File: src/rtl/axi_bridge_pkg.sv
// Shared definitions for the CPU-to-AXI3 bridge: FSM encodings, transaction
// IDs, fixed AXI field values and the write-strobe helper.
package axi_bridge_pkg;

  typedef enum logic [1:0] {
    R_IDLE = 2'd0,
    R_AR   = 2'd1,
    R_R    = 2'd2
  } rstate_e;

  typedef enum logic [1:0] {
    W_IDLE = 2'd0,
    W_AW   = 2'd1,
    W_B    = 2'd2
  } wstate_e;

  localparam logic [3:0] AXI_ID_INST = 4'd0;
  localparam logic [3:0] AXI_ID_DATA = 4'd1;

  // Every transfer is a single-beat INCR burst
  localparam logic [7:0] AXI_LEN_SINGLE = 8'd0;
  localparam logic [1:0] AXI_BURST_INCR = 2'b01;
  localparam logic [1:0] AXI_LOCK_NONE  = 2'b00;
  localparam logic [3:0] AXI_CACHE_NONE = 4'b0000;
  localparam logic [2:0] AXI_PROT_NONE  = 3'b000;

  // Byte lanes touched by a store of the given size at the given byte offset;
  // wdata is not shifted, so the core must already place the bytes in-lane
  function automatic logic [3:0] wstrb_of(input logic [1:0] size, input logic [1:0] off);
    case (size)
      2'd0:    return 4'b0001 << off;
      2'd1:    return 4'b0011 << off;
      default: return 4'b1111;
    endcase
  endfunction

endpackage

File: src/rtl/cpu_axi_bridge.sv
// Bridges the core's instruction and data SRAM-like ports onto one AXI3
// master. One read and one write may be in flight; data reads win over
// instruction reads and a data read to a word with a pending write waits.
module cpu_axi_bridge
  import axi_bridge_pkg::*;
#(
  parameter logic [3:0] ID_INST = AXI_ID_INST,
  parameter logic [3:0] ID_DATA = AXI_ID_DATA
) (
  input  logic        clk,
  input  logic        resetn,
  // instruction port
  input  logic        inst_req,
  input  logic        inst_wr,
  input  logic [1:0]  inst_size,
  input  logic [31:0] inst_addr,
  input  logic [31:0] inst_wdata,
  output logic [31:0] inst_rdata,
  output logic        inst_addr_ok,
  output logic        inst_data_ok,
  // data port
  input  logic        data_req,
  input  logic        data_wr,
  input  logic [1:0]  data_size,
  input  logic [31:0] data_addr,
  input  logic [31:0] data_wdata,
  output logic [31:0] data_rdata,
  output logic        data_addr_ok,
  output logic        data_data_ok,
  // AR channel
  output logic [3:0]  arid,
  output logic [31:0] araddr,
  output logic [7:0]  arlen,
  output logic [2:0]  arsize,
  output logic [1:0]  arburst,
  output logic [1:0]  arlock,
  output logic [3:0]  arcache,
  output logic [2:0]  arprot,
  output logic        arvalid,
  input  logic        arready,
  // R channel
  input  logic [3:0]  rid,
  input  logic [31:0] rdata,
  input  logic [1:0]  rresp,
  input  logic        rlast,
  input  logic        rvalid,
  output logic        rready,
  // AW channel
  output logic [3:0]  awid,
  output logic [31:0] awaddr,
  output logic [7:0]  awlen,
  output logic [2:0]  awsize,
  output logic [1:0]  awburst,
  output logic [1:0]  awlock,
  output logic [3:0]  awcache,
  output logic [2:0]  awprot,
  output logic        awvalid,
  input  logic        awready,
  // W channel
  output logic [3:0]  wid,
  output logic [31:0] wdata,
  output logic [3:0]  wstrb,
  output logic        wlast,
  output logic        wvalid,
  input  logic        wready,
  // B channel
  input  logic [3:0]  bid,
  input  logic [1:0]  bresp,
  input  logic        bvalid,
  output logic        bready
);

  rstate_e     r_state_q, r_state_d;
  wstate_e     w_state_q, w_state_d;

  logic [31:0] rd_addr_q, rd_addr_d;
  logic [1:0]  rd_size_q, rd_size_d;
  logic [3:0]  rd_id_q,   rd_id_d;

  logic [31:0] wr_addr_q, wr_addr_d;
  logic [31:0] wr_data_q, wr_data_d;
  logic [1:0]  wr_size_q, wr_size_d;
  logic        aw_done_q, aw_done_d;
  logic        w_done_q,  w_done_d;

  logic        r_idle, w_idle, no_raw;
  logic        data_rd_ok, data_wr_ok;
  logic        ar_hs, r_hs, aw_hs, w_hs, b_hs;
  logic        r_conflict;

  // Response status and the ignored instruction-side write fields are not used
  logic        unused_ok;
  assign unused_ok = ^{inst_wr, inst_wdata, rresp, rlast, bid, bresp};

  assign r_idle = (r_state_q == R_IDLE);
  assign w_idle = (w_state_q == W_IDLE);

  // A read may not overtake a pending write to the same word
  assign no_raw = w_idle | (data_addr[31:2] != wr_addr_q[31:2]);

  assign data_rd_ok   = data_req & ~data_wr & r_idle & no_raw;
  assign data_wr_ok   = data_req &  data_wr & w_idle;
  assign data_addr_ok = data_rd_ok | data_wr_ok;
  assign inst_addr_ok = inst_req & r_idle & ~(data_req & ~data_wr);

  assign ar_hs = arvalid & arready;
  assign r_hs  = rvalid  & rready;
  assign aw_hs = awvalid & awready;
  assign w_hs  = wvalid  & wready;
  assign b_hs  = bvalid  & bready;

  // A data read beat and a B response would both map onto data_data_ok
  assign r_conflict = rvalid & (rid == ID_DATA) & (r_state_q == R_R);

  assign inst_rdata   = rdata;
  assign data_rdata   = rdata;
  assign inst_data_ok = r_hs & (rid == ID_INST);
  assign data_data_ok = (r_hs & (rid == ID_DATA)) | b_hs;

  assign arid    = rd_id_q;
  assign araddr  = rd_addr_q;
  assign arsize  = {1'b0, rd_size_q};
  assign arlen   = AXI_LEN_SINGLE;
  assign arburst = AXI_BURST_INCR;
  assign arlock  = AXI_LOCK_NONE;
  assign arcache = AXI_CACHE_NONE;
  assign arprot  = AXI_PROT_NONE;

  assign awid    = ID_DATA;
  assign awaddr  = wr_addr_q;
  assign awsize  = {1'b0, wr_size_q};
  assign awlen   = AXI_LEN_SINGLE;
  assign awburst = AXI_BURST_INCR;
  assign awlock  = AXI_LOCK_NONE;
  assign awcache = AXI_CACHE_NONE;
  assign awprot  = AXI_PROT_NONE;

  assign wid     = ID_DATA;
  assign wdata   = wr_data_q;
  assign wstrb   = wstrb_of(wr_size_q, wr_addr_q[1:0]);
  assign wlast   = 1'b1;

  // Read FSM state and captured request registers
  always_ff @(posedge clk) begin
    if (!resetn) begin
      r_state_q <= R_IDLE;
      rd_addr_q <= '0;
      rd_size_q <= '0;
      rd_id_q   <= '0;
    end else begin
      r_state_q <= r_state_d;
      rd_addr_q <= rd_addr_d;
      rd_size_q <= rd_size_d;
      rd_id_q   <= rd_id_d;
    end
  end

  // Read FSM next state: capture the winning read, then AR, then R
  always_comb begin
    r_state_d = r_state_q;
    rd_addr_d = rd_addr_q;
    rd_size_d = rd_size_q;
    rd_id_d   = rd_id_q;
    case (r_state_q)
      R_IDLE: begin
        if (data_rd_ok) begin
          rd_addr_d = data_addr;
          rd_size_d = data_size;
          rd_id_d   = ID_DATA;
          r_state_d = R_AR;
        end else if (inst_addr_ok) begin
          rd_addr_d = inst_addr;
          rd_size_d = inst_size;
          rd_id_d   = ID_INST;
          r_state_d = R_AR;
        end
      end
      R_AR:    if (ar_hs) r_state_d = R_R;
      R_R:     if (r_hs)  r_state_d = R_IDLE;
      default: r_state_d = R_IDLE;
    endcase
  end

  // Read FSM outputs
  always_comb begin
    arvalid = (r_state_q == R_AR);
    rready  = (r_state_q == R_R);
  end

  // Write FSM state, captured request and per-channel handshake flags
  always_ff @(posedge clk) begin
    if (!resetn) begin
      w_state_q <= W_IDLE;
      wr_addr_q <= '0;
      wr_data_q <= '0;
      wr_size_q <= '0;
      aw_done_q <= 1'b0;
      w_done_q  <= 1'b0;
    end else begin
      w_state_q <= w_state_d;
      wr_addr_q <= wr_addr_d;
      wr_data_q <= wr_data_d;
      wr_size_q <= wr_size_d;
      aw_done_q <= aw_done_d;
      w_done_q  <= w_done_d;
    end
  end

  // Write FSM next state: AW and W complete independently, B follows both
  always_comb begin
    w_state_d = w_state_q;
    wr_addr_d = wr_addr_q;
    wr_data_d = wr_data_q;
    wr_size_d = wr_size_q;
    aw_done_d = aw_done_q;
    w_done_d  = w_done_q;
    case (w_state_q)
      W_IDLE: begin
        if (data_wr_ok) begin
          wr_addr_d = data_addr;
          wr_data_d = data_wdata;
          wr_size_d = data_size;
          aw_done_d = 1'b0;
          w_done_d  = 1'b0;
          w_state_d = W_AW;
        end
      end
      W_AW: begin
        aw_done_d = aw_done_q | aw_hs;
        w_done_d  = w_done_q  | w_hs;
        if ((aw_done_q | aw_hs) & (w_done_q | w_hs)) w_state_d = W_B;
      end
      W_B:     if (b_hs) w_state_d = W_IDLE;
      default: w_state_d = W_IDLE;
    endcase
  end

  // Write FSM outputs; B is held off while a data read beat is being returned
  always_comb begin
    awvalid = (w_state_q == W_AW) & ~aw_done_q;
    wvalid  = (w_state_q == W_AW) & ~w_done_q;
    bready  = (w_state_q == W_B)  & ~r_conflict;
  end

endmodule

File: config.mk
export PLATFORM = sky130hd
export DESIGN_NAME = cpu_axi_bridge
export DESIGN_NICKNAME = d
export VERILOG_FILES = /design/src/rtl/axi_bridge_pkg.sv /design/src/rtl/cpu_axi_bridge.sv
export SDC_FILE = /design/constraint.sdc
export NUM_CORES = 1
export LEC_CHECK = 0
export ABC_AREA = 1
export CORE_AREA = 5 5 158 160
export DETAILED_ROUTE_END_ITERATION = 16
export DIE_AREA = 0 0 163 165
export GPL_TIMING_DRIVEN = 0
export MAX_ROUTING_LAYER = met4
export PLACE_DENSITY_LB_ADDON = 0.08
export SETUP_SLACK_MARGIN = 0.02
export SLEW_MARGIN = 30
export SYNTH_ARGS = -nofsm -noshare
export SYNTH_HDL_FRONTEND = slang
export SYNTH_SLANG_ARGS = --single-unit
File: constraint.sdc
create_clock -name clk -period 1.51 [get_ports clk]
set_clock_uncertainty 0.05 [all_clocks]
set_input_delay 0.302 -clock clk [delete_from_list [all_inputs] [get_ports clk]]
set_output_delay 0.302 -clock clk [all_outputs]
set_load 0.02 [all_outputs]
# After elaboration in Yosys (flattened, before gate mapping)
# Index checks and enable logic that the tools add are counted.
classes:
  n_mux: 19
  shifts: 2
  reduce_logical: 11
  eq_ne: 13
  n_bitwise: 30
ops:
  columns: ["cell", "count"]
  rows:
  - ["two-way mux 32 bit", 2]
  - ["!= test 30 bit", 1]
  - ["bitwise AND 1 bit", 20]
  - ["two-way mux 2 bit", 9]
  - ["one-hot mux 2 bit (3 select lines)", 2]
  - ["two-way mux 4 bit", 2]
  - ["one-hot mux 4 bit (2 select lines)", 1]
  - ["== test 2 x 1 -> 1 bit, second input constant", 3]
  - ["logical NOT 2 bit", 3]
  - ["!= test 2 x 1 -> 1 bit, second input constant", 3]
  - ["AND reduction 2 bit", 3]
  - ["AND reduction 3 bit", 2]
  - ["NOT 1 bit", 5]
  - ["bitwise OR 1 bit", 5]
  - ["== test 2 bit, second input constant", 2]
  - ["== test 4 x 1 -> 1 bit, second input constant", 1]
  - ["logical NOT 4 bit", 1]
  - ["!= test 2 bit, second input constant", 2]
  - ["one-hot mux 1 bit (2 select lines)", 2]
  - ["nonzero test 2 bit", 2]
  - ["<< shifter 1 x 2 -> 4 bit, first input constant", 1]
  - ["<< shifter 2 x 2 -> 4 bit, first input constant", 1]
  - ["!= test 3 x 2 -> 1 bit, second input constant", 1]
  - ["two-way mux 1 bit", 1]
word_totals:
  ff_bits: 110
  out_inout_bits: 230

# Longest topological paths before layout
# Gate-level depths: netlist of the first run.
depth:
  ltp_word: 8
  ltp_mapped: 14
  mapped_depth_nobuf: 13

# Least setup slack after synthesis of the first run
# OpenSTA, ideal clock, no wires.
synth_path:
  path_type: "reg2out"
  startpoint: "register wr_addr_q[31], in the netlist awaddr[31]"
  endpoint: "output data_addr_ok"
  arrival_ns: 1.430
  setup_slack_ns: -0.272
  t_required_ns: 1.158
  stages_incl_launch_ff: 14
  path_cell_list: "dfxtp_1 inv_1 nand2_1 nand2_1 inv_1 nand2_1 nor2_1 nand2_1 nor2_1 nand2_1 nand2_2 buf_6 buf_12 nand2_1"
synth_via:
  elab_chain_cells: 4
synth_rtl:
  columns: ["item", "line_no", "rtl"]
  rows:
  - ["from (decl)", "cpu_axi_bridge.sv:80", "logic [31:0] wr_addr_q, wr_addr_d;"]
  - ["from (signal assigned)", "cpu_axi_bridge.sv:201", "wr_addr_q <= wr_addr_d;"]
  - ["!= test 30 bit", "cpu_axi_bridge.sv:99", "assign no_raw = w_idle | (data_addr[31:2] != wr_addr_q[31:2]);"]
  - ["bitwise OR 1 bit", "cpu_axi_bridge.sv:99", null]
  - ["bitwise AND 1 bit", "cpu_axi_bridge.sv:101", "assign data_rd_ok = data_req & ~data_wr & r_idle & no_raw;"]
  - ["bitwise OR 1 bit", "cpu_axi_bridge.sv:103", "assign data_addr_ok = data_rd_ok | data_wr_ok;"]
  - ["to (decl)", "cpu_axi_bridge.sv:28", "output logic data_addr_ok,"]
# No other way between the ends.

# Final worst setup path of the first run
layout_path:
  startpoint: "register wr_addr_q[16], in the netlist awaddr[16]"
  endpoint: "output data_addr_ok"
# Same word-level chain as after synthesis.

==> metrics.cfg, run 1 <==
[yosys]
yosys_warnings=0
synth-seq-area-share_pct=38.0
synth_common_cells=170 x nor2_1, 116 x buf_4, 109 x o21ai_0
synth-async-reset-ratio_pct=0
synth_cells=790
synthesis.area_um2=5640
netlist.area_leader.share_pct=38.0
synth_area_leaders=dfxtp_1 38%, buf_4 15%, nor2_1 11%, o21ai_0 9.7%, nand2_1 5.7%
synth_top_cell_by_area=dfxtp_1
synth_ff_type=dfxtp_1
avgSynthCellArea_um2=7.13
synth_seq_cells=107
synth.most_common_cell=nor2_1
synth_edf_count=0
synth_cell_types=23

[sta]
fmax_mhz=473
tns_ns=-12.70
fin_crit_sh_pct=140
fin_ws_ns=-0.603
finalHoldViolCount=0
setup_viol=41
worst_pin_slew_ns=0.582
maxSlewViolCount=0
finalWorstPathRequiredPeriod_ns=2.11
relSlewSlack_pct=61.2
rsz0062_at_grt=true

[setup_path]
r2r_slack_ns=-0.40
start_kind=flop
rr_endpoint=r_state_q[1]$_SDFFE_PN0P_
cp.arrival_ns=1.76
endpoint_kind=output pin
cp_slowest_cell=dfxtp_2
crit_path_cell_trace=inv_1 -> nand2_1 -> nand2_1 -> nand2_1 -> nor2_2 -> nand2_2 -> nor2_1 -> nand2_1 -> nand2_2 -> buf_12 -> buf_12 -> nand2_8 -> buf_6
cp.required_ns=1.16
crit_top_cell=nand2_1
worstSetupPathType=reg2out
path_max_fanout=3
reg2reg_depth=18
max_stage_delay_ns=0.33
r2r-start=awaddr[15]$_SDFFE_PN0P_

[min_path]
min_path_type=in2reg
holdCritStartpoint=data_addr[21]
worstHoldPathCells=3
worstHoldEndpoint=awaddr[21]$_SDFFE_PN0P_

[placement]
gp_congestion=0.747
place_area_um2=9230
dpl.hpwl_um=17500
numPortBuffers=290

[routing]
drt-met1-wl_um=9800
drtPass1Iterations=4
drt_first_iter_violations=284
drt-wirelength-per-cell_um=15.1
vias=5946
vias_per_cell=3.96
top_layer=met4
route.met3.wl_um=1920
routed_wl_um=22700
met2_wirelength_um=10700
drcViolationCount=0
final_antenna_net_count=0

[pwr]
ir_worst_vdd_uv=442
leakagePower_nw=4.84
power-per-cell-area_nw_per_um2=858

[global_route]
grt_pass1_wl_um=33600
grt_overflow=0
track_usage_pct=16.7
antenna_found_initial=1
grt_max_degree=18
grt_pass1_vias=5958

[cells_and_area]
final_nets=1363
fillCellCount=2492
seq_area_um2=2230
multi_input_area_um2=2660
area_growth_pct=79.4
fin_area_um2=10100
drive_gt1_share_pct=29.7
utilization_pct=43.5

[clock_network]
numCtsBuffers=9
cts_tree=done
root_buffer=clkbuf_16
clkTransAtPathRegs_ns=0.07
h-tree-depth=3
clkSinkCount=107
cts_max_path_buffers=2
clk_latency_ns=0.35

[floorplanning]
fp.coreArea_um2=23300
ios=418
start_util_pct=24.2
fp.dieW_um=163
row_count=56
dieArea_um2=26900
die_y_um=165

[status]
violations=negative setup slack
run_status=complete, but fails checks

[flow_run]
drv_cap=0

## power breakdown
part / switching (mW) / internal (mW)
Clock: 1.14 / 1.12
Sequential: 0.169 / 3.10
Combinational: 1.69 / 1.46
## sequential cells by signal, indices dropped and copies added (netlist names)
register and count:
araddr 32, awaddr 32, wdata 32, r_state_q 2, rd_size_q 2, w_state_q 2, wr_size_q 2, arid 1
aw_done_q 1, w_done_q 1
## metrics by stage
stage,total power [mW],hold slack (ns),setup slack (ns),cells
4_1_cts,8.77,0.306,-0.673,1492
5_1_grt,9.22,0.338,-0.749,1500
2_1_floorplan,4.93,0.407,-0.0910,840
3_5_place_dp,6.34,0.410,-1.45,1449
6_report,8.68,0.324,-0.603,1500
3_3_place_gp,6.33,0.407,-1.44,1449
## what timing repair did
item / in CTS / in global routing
cloned: 3 / 0
buffers inserted: 24 / 10
resized for setup: 320 / 68
hold buffers: 0 / 0
pin swaps: 38 / 26
endpoints found under the hold margin: 0 / 0
endpoints found under the setup margin: 220 / 102
## worst max-delay path: cells and delay by family, from the launching register on
kind,cells,cell delay (ns)
simple gates,9,0.67
buf+inv,4,0.40
flops,1,0.33
## placed cells by master, fill, tap and decap left out, drive strengths merged
cell	instances
a21o	2
a21oi	31
buf	178
bufbuf	1
clkbuf	33
clkdlybuf4s15	3
clkdlybuf4s50	139
clkinv	4
clkinvlp	2
conb	52
dfxtp	107
diode	1
dlygate4sd2	131
inv	74
nand2	87
nand3	7
nand4	2
nor2	170
nor3	39
nor3b	1
o211ai	2
o21ai	109
or2	1
xnor2	3
xor2	2
## cells by family after synthesis
kind of cell	Yosys count	synth area share, %
xor gates and xnor gates	5	0.777
other	2	0.133
DFF	107	38.0
buffers and inverters	225	23.9
and+or+nand+nor	307	24.2
AOI/OAI and AO/OA	144	13.0
## worst max path at each step
stage,start,slack [ns],endpoint
6_report,awaddr[16]$_SDFFE_PN0P_,-0.60,data_addr_ok
5_1_grt,awaddr[5]$_SDFFE_PN0P_,-0.75,data_addr_ok
4_1_cts,awaddr[5]$_SDFFE_PN0P_,-0.67,data_addr_ok
3_5_place_dp,data_addr[3],-1.45,data_addr_ok
3_3_place_gp,data_addr[3],-1.44,data_addr_ok
2_1_floorplan,awaddr[17]$_SDFFE_PN0P_,-0.09,data_addr_ok
## area by class of cell
| class | count | share of cell area [%] |
|---|---|---|
| repair buffers | 324 | 30.8 |
| multi-input cells | 508 | 26.3 |
| flip-flops and latches | 107 | 22.1 |
| plain buffers | 151 | 11.4 |
| well taps | 319 | 3.95 |
| inverters | 74 | 2.82 |
| clock buffers | 10 | 2.26 |
| clock inverters | 6 | 0.421 |
| diodes | 1 | 0.0247 |
## layer usage
| metal | vias up | GRT usage (%) |
|---|---|---|
| met4 | 0 | 3.13 |
| li1 | 3090 | - |
| met3 | 12 | 5.94 |
| met1 | 2629 | 20.4 |
| met2 | 215 | 26.9 |
| met5 | - | - |
(Power assumes the default switching activity.)
==> run 2, diff against run 1 <==
--- a/config.mk
+++ b/config.mk
@@ -7,6 +7,7 @@
 export LEC_CHECK = 0
 export ABC_AREA = 1
 export CORE_AREA = 5 5 158 160
+export CTS_BUF_LIST = sky130_fd_sc_hd__clkbuf_16
 export DETAILED_ROUTE_END_ITERATION = 16
 export DIE_AREA = 0 0 163 165
 export GPL_TIMING_DRIVEN = 0
==> metrics.cfg, run 2 (same netlist as run 1, synthesis figures left out) <==
[global_route]
grt_overflow=0  ; unchanged
grt_pass1_wl_um=33500  ; was 33600 um
grt_pass1_vias=5946  ; was 5958
track_usage_pct=16.7  ; about the same
antenna_found_initial=1  ; unchanged
grt_max_degree=18  ; unchanged

[clock_network]
cts_max_path_buffers=2  ; unchanged
h-tree-depth=3  ; unchanged
clkSinkCount=107  ; unchanged
root_buffer=clkbuf_16  ; unchanged
clkTransAtPathRegs_ns=0.07  ; about the same
numCtsBuffers=9  ; unchanged
cts_tree=done  ; unchanged
clk_latency_ns=0.35  ; about the same

[routing]
final_antenna_net_count=0  ; unchanged
drt_first_iter_violations=286  ; was 284
drt-wirelength-per-cell_um=15.1  ; about the same
drtPass1Iterations=4  ; unchanged
vias_per_cell=3.97  ; was 3.96
drcViolationCount=0  ; unchanged
vias=5948  ; was 5946
routed_wl_um=22600  ; was 22700 um

[cells_and_area]
final_nets=1363  ; unchanged
drive_gt1_share_pct=29.7  ; unchanged
area_growth_pct=79.5  ; was 79.4%
mostFrequentLayoutCells=150 x buf_4, 139 x clkdlybuf4s50_1, 131 x nor2_1, 131 x dlygate4sd2_1, 105 x o21ai_0  ; was 149 x buf_4, 139 x clkdlybuf4s50_1, 131 x nor2_1, 131 x dlygate4sd2_1, 105 x o21ai_0
utilization_pct=43.5  ; about the same
mostFrequentLayoutCell=buf_4  ; unchanged
layout.cells.non_filler=1500  ; unchanged

[setup_path]
reg2reg_depth=18  ; unchanged
cp.arrival_ns=1.76  ; about the same
start_kind=flop  ; unchanged
r2r-start=awaddr[15]$_SDFFE_PN0P_  ; unchanged
endpoint_kind=output pin  ; unchanged
startpoint=awaddr[5]$_SDFFE_PN0P_  ; was awaddr[16]$_SDFFE_PN0P_
path_max_fanout=3  ; unchanged
cp.required_ns=1.16  ; about the same
worstSetupPathType=reg2out  ; unchanged

[floorplanning]
start_util_pct=24.2  ; unchanged
row_count=56  ; unchanged
fp.coreArea_um2=23300  ; unchanged
die_y_um=165  ; unchanged
ios=418  ; unchanged
dieArea_um2=26900  ; unchanged
fp.dieW_um=163  ; unchanged

[min_path]
worstHoldPathCells=3  ; unchanged
min_path_type=in2reg  ; unchanged
holdCritStartpoint=data_addr[21]  ; unchanged

[sta]
relSlewSlack_pct=61.1  ; was 61.2%
finalWorstPathRequiredPeriod_ns=2.12  ; was 2.11 ns
finalHoldViolCount=0  ; unchanged
fin_ws_ns=-0.606  ; was -0.603 ns
maxSlewViolCount=0  ; unchanged
worst_pin_slew_ns=0.583  ; was 0.582 ns
fmax_mhz=473  ; about the same
setup_viol=41  ; unchanged
finalHoldWorstSlack_ns=0.324  ; about the same
rsz0062_at_grt=true  ; unchanged
fin_crit_sh_pct=140  ; about the same

[placement]
place_ws_ns=-1.45  ; unchanged
dpl.hpwl_um=17500  ; unchanged
numPortBuffers=290  ; unchanged
dp.cells=1449  ; unchanged
gp_congestion=0.747  ; unchanged

[pwr]
ir_worst_vdd_uv=442  ; about the same
leakagePower_nw=4.84  ; about the same
finalPower_mw=8.67  ; was 8.68 mW
power-per-cell-area_nw_per_um2=857  ; was 858 nW/um^2

[status]
run_status=complete, but fails checks  ; unchanged
violations=negative setup slack  ; unchanged

[flow_run]
drv_cap=0  ; unchanged

==> run 2: cell type report <==
class	count	area, um^2
Antenna cell	1	2.50
Buffer	151	1150
Clock buffer	9	225
Clock inverter	7	46.3
Fill cell	2489	13100
Inverter	74	285
Multi-Input combinational cell	508	2660
Sequential cell	107	2230
Tap cell	319	399
Timing Repair Buffer	324	3110
==> run 2: worst paths after layout <==
kind / end / slack, ns
worst max-delay path: data_addr_ok / -0.61
worst min-delay path: awaddr[21]$_SDFFE_PN0P_ / 0.32
worst max register to register: r_state_q[1]$_SDFFE_PN0P_ / -0.40
worst min register to register: awaddr[6]$_SDFFE_PN0P_ / 0.41
==> run 2: report_power, final <==
group,internal (mW),switching (mW)
Sequential,3.10,0.168
Clock,1.12,1.14
Combinational,1.46,1.69
==> run 2: stage by stage <==
stage	area, um^2	setup TNS [ns]
2_1_floorplan	5930	-0.0966
5_1_grt	10100	-18.65
6_report	10100	-12.66
3_5_place_dp	9230	-84.68
3_3_place_gp	9230	-84.84
4_1_cts	9960	-14.71
==> run 2: worst max-delay path: stages, from the launching register on <==
cell     delay [ns]
dfxtp_4        0.36
inv_2          0.03
nand2_1        0.04
nand2_1        0.05
inv_1          0.06
nand2_2        0.06
nor2_4         0.10
nand2_2        0.07
nor2_1         0.10
nand2_1        0.07
nand2_2        0.09
buf_12         0.11
buf_12         0.10
nand2_8        0.04
buf_6          0.13
==> run 2: timing repair <==
action	CTS	global route
buffers inserted	24	10
setup endpoints to repair	220	102
gates cloned	3	0
pin swaps	38	26
resized for setup	320	68
hold buffers	0	0
==> run 2: layer usage <==
metal | vias to the layer above | wire length (um) | part of all wire, % | GRT usage, %
met5 | - | 0 | 0 | -
li1 | 3093 | - | - | -
met3 | 12 | 1980 | 8.7 | 5.94
met2 | 218 | 10700 | 47 | 26.8
met4 | 0 | 211 | 0.93 | 3.13
met1 | 2625 | 9720 | 43 | 20.4
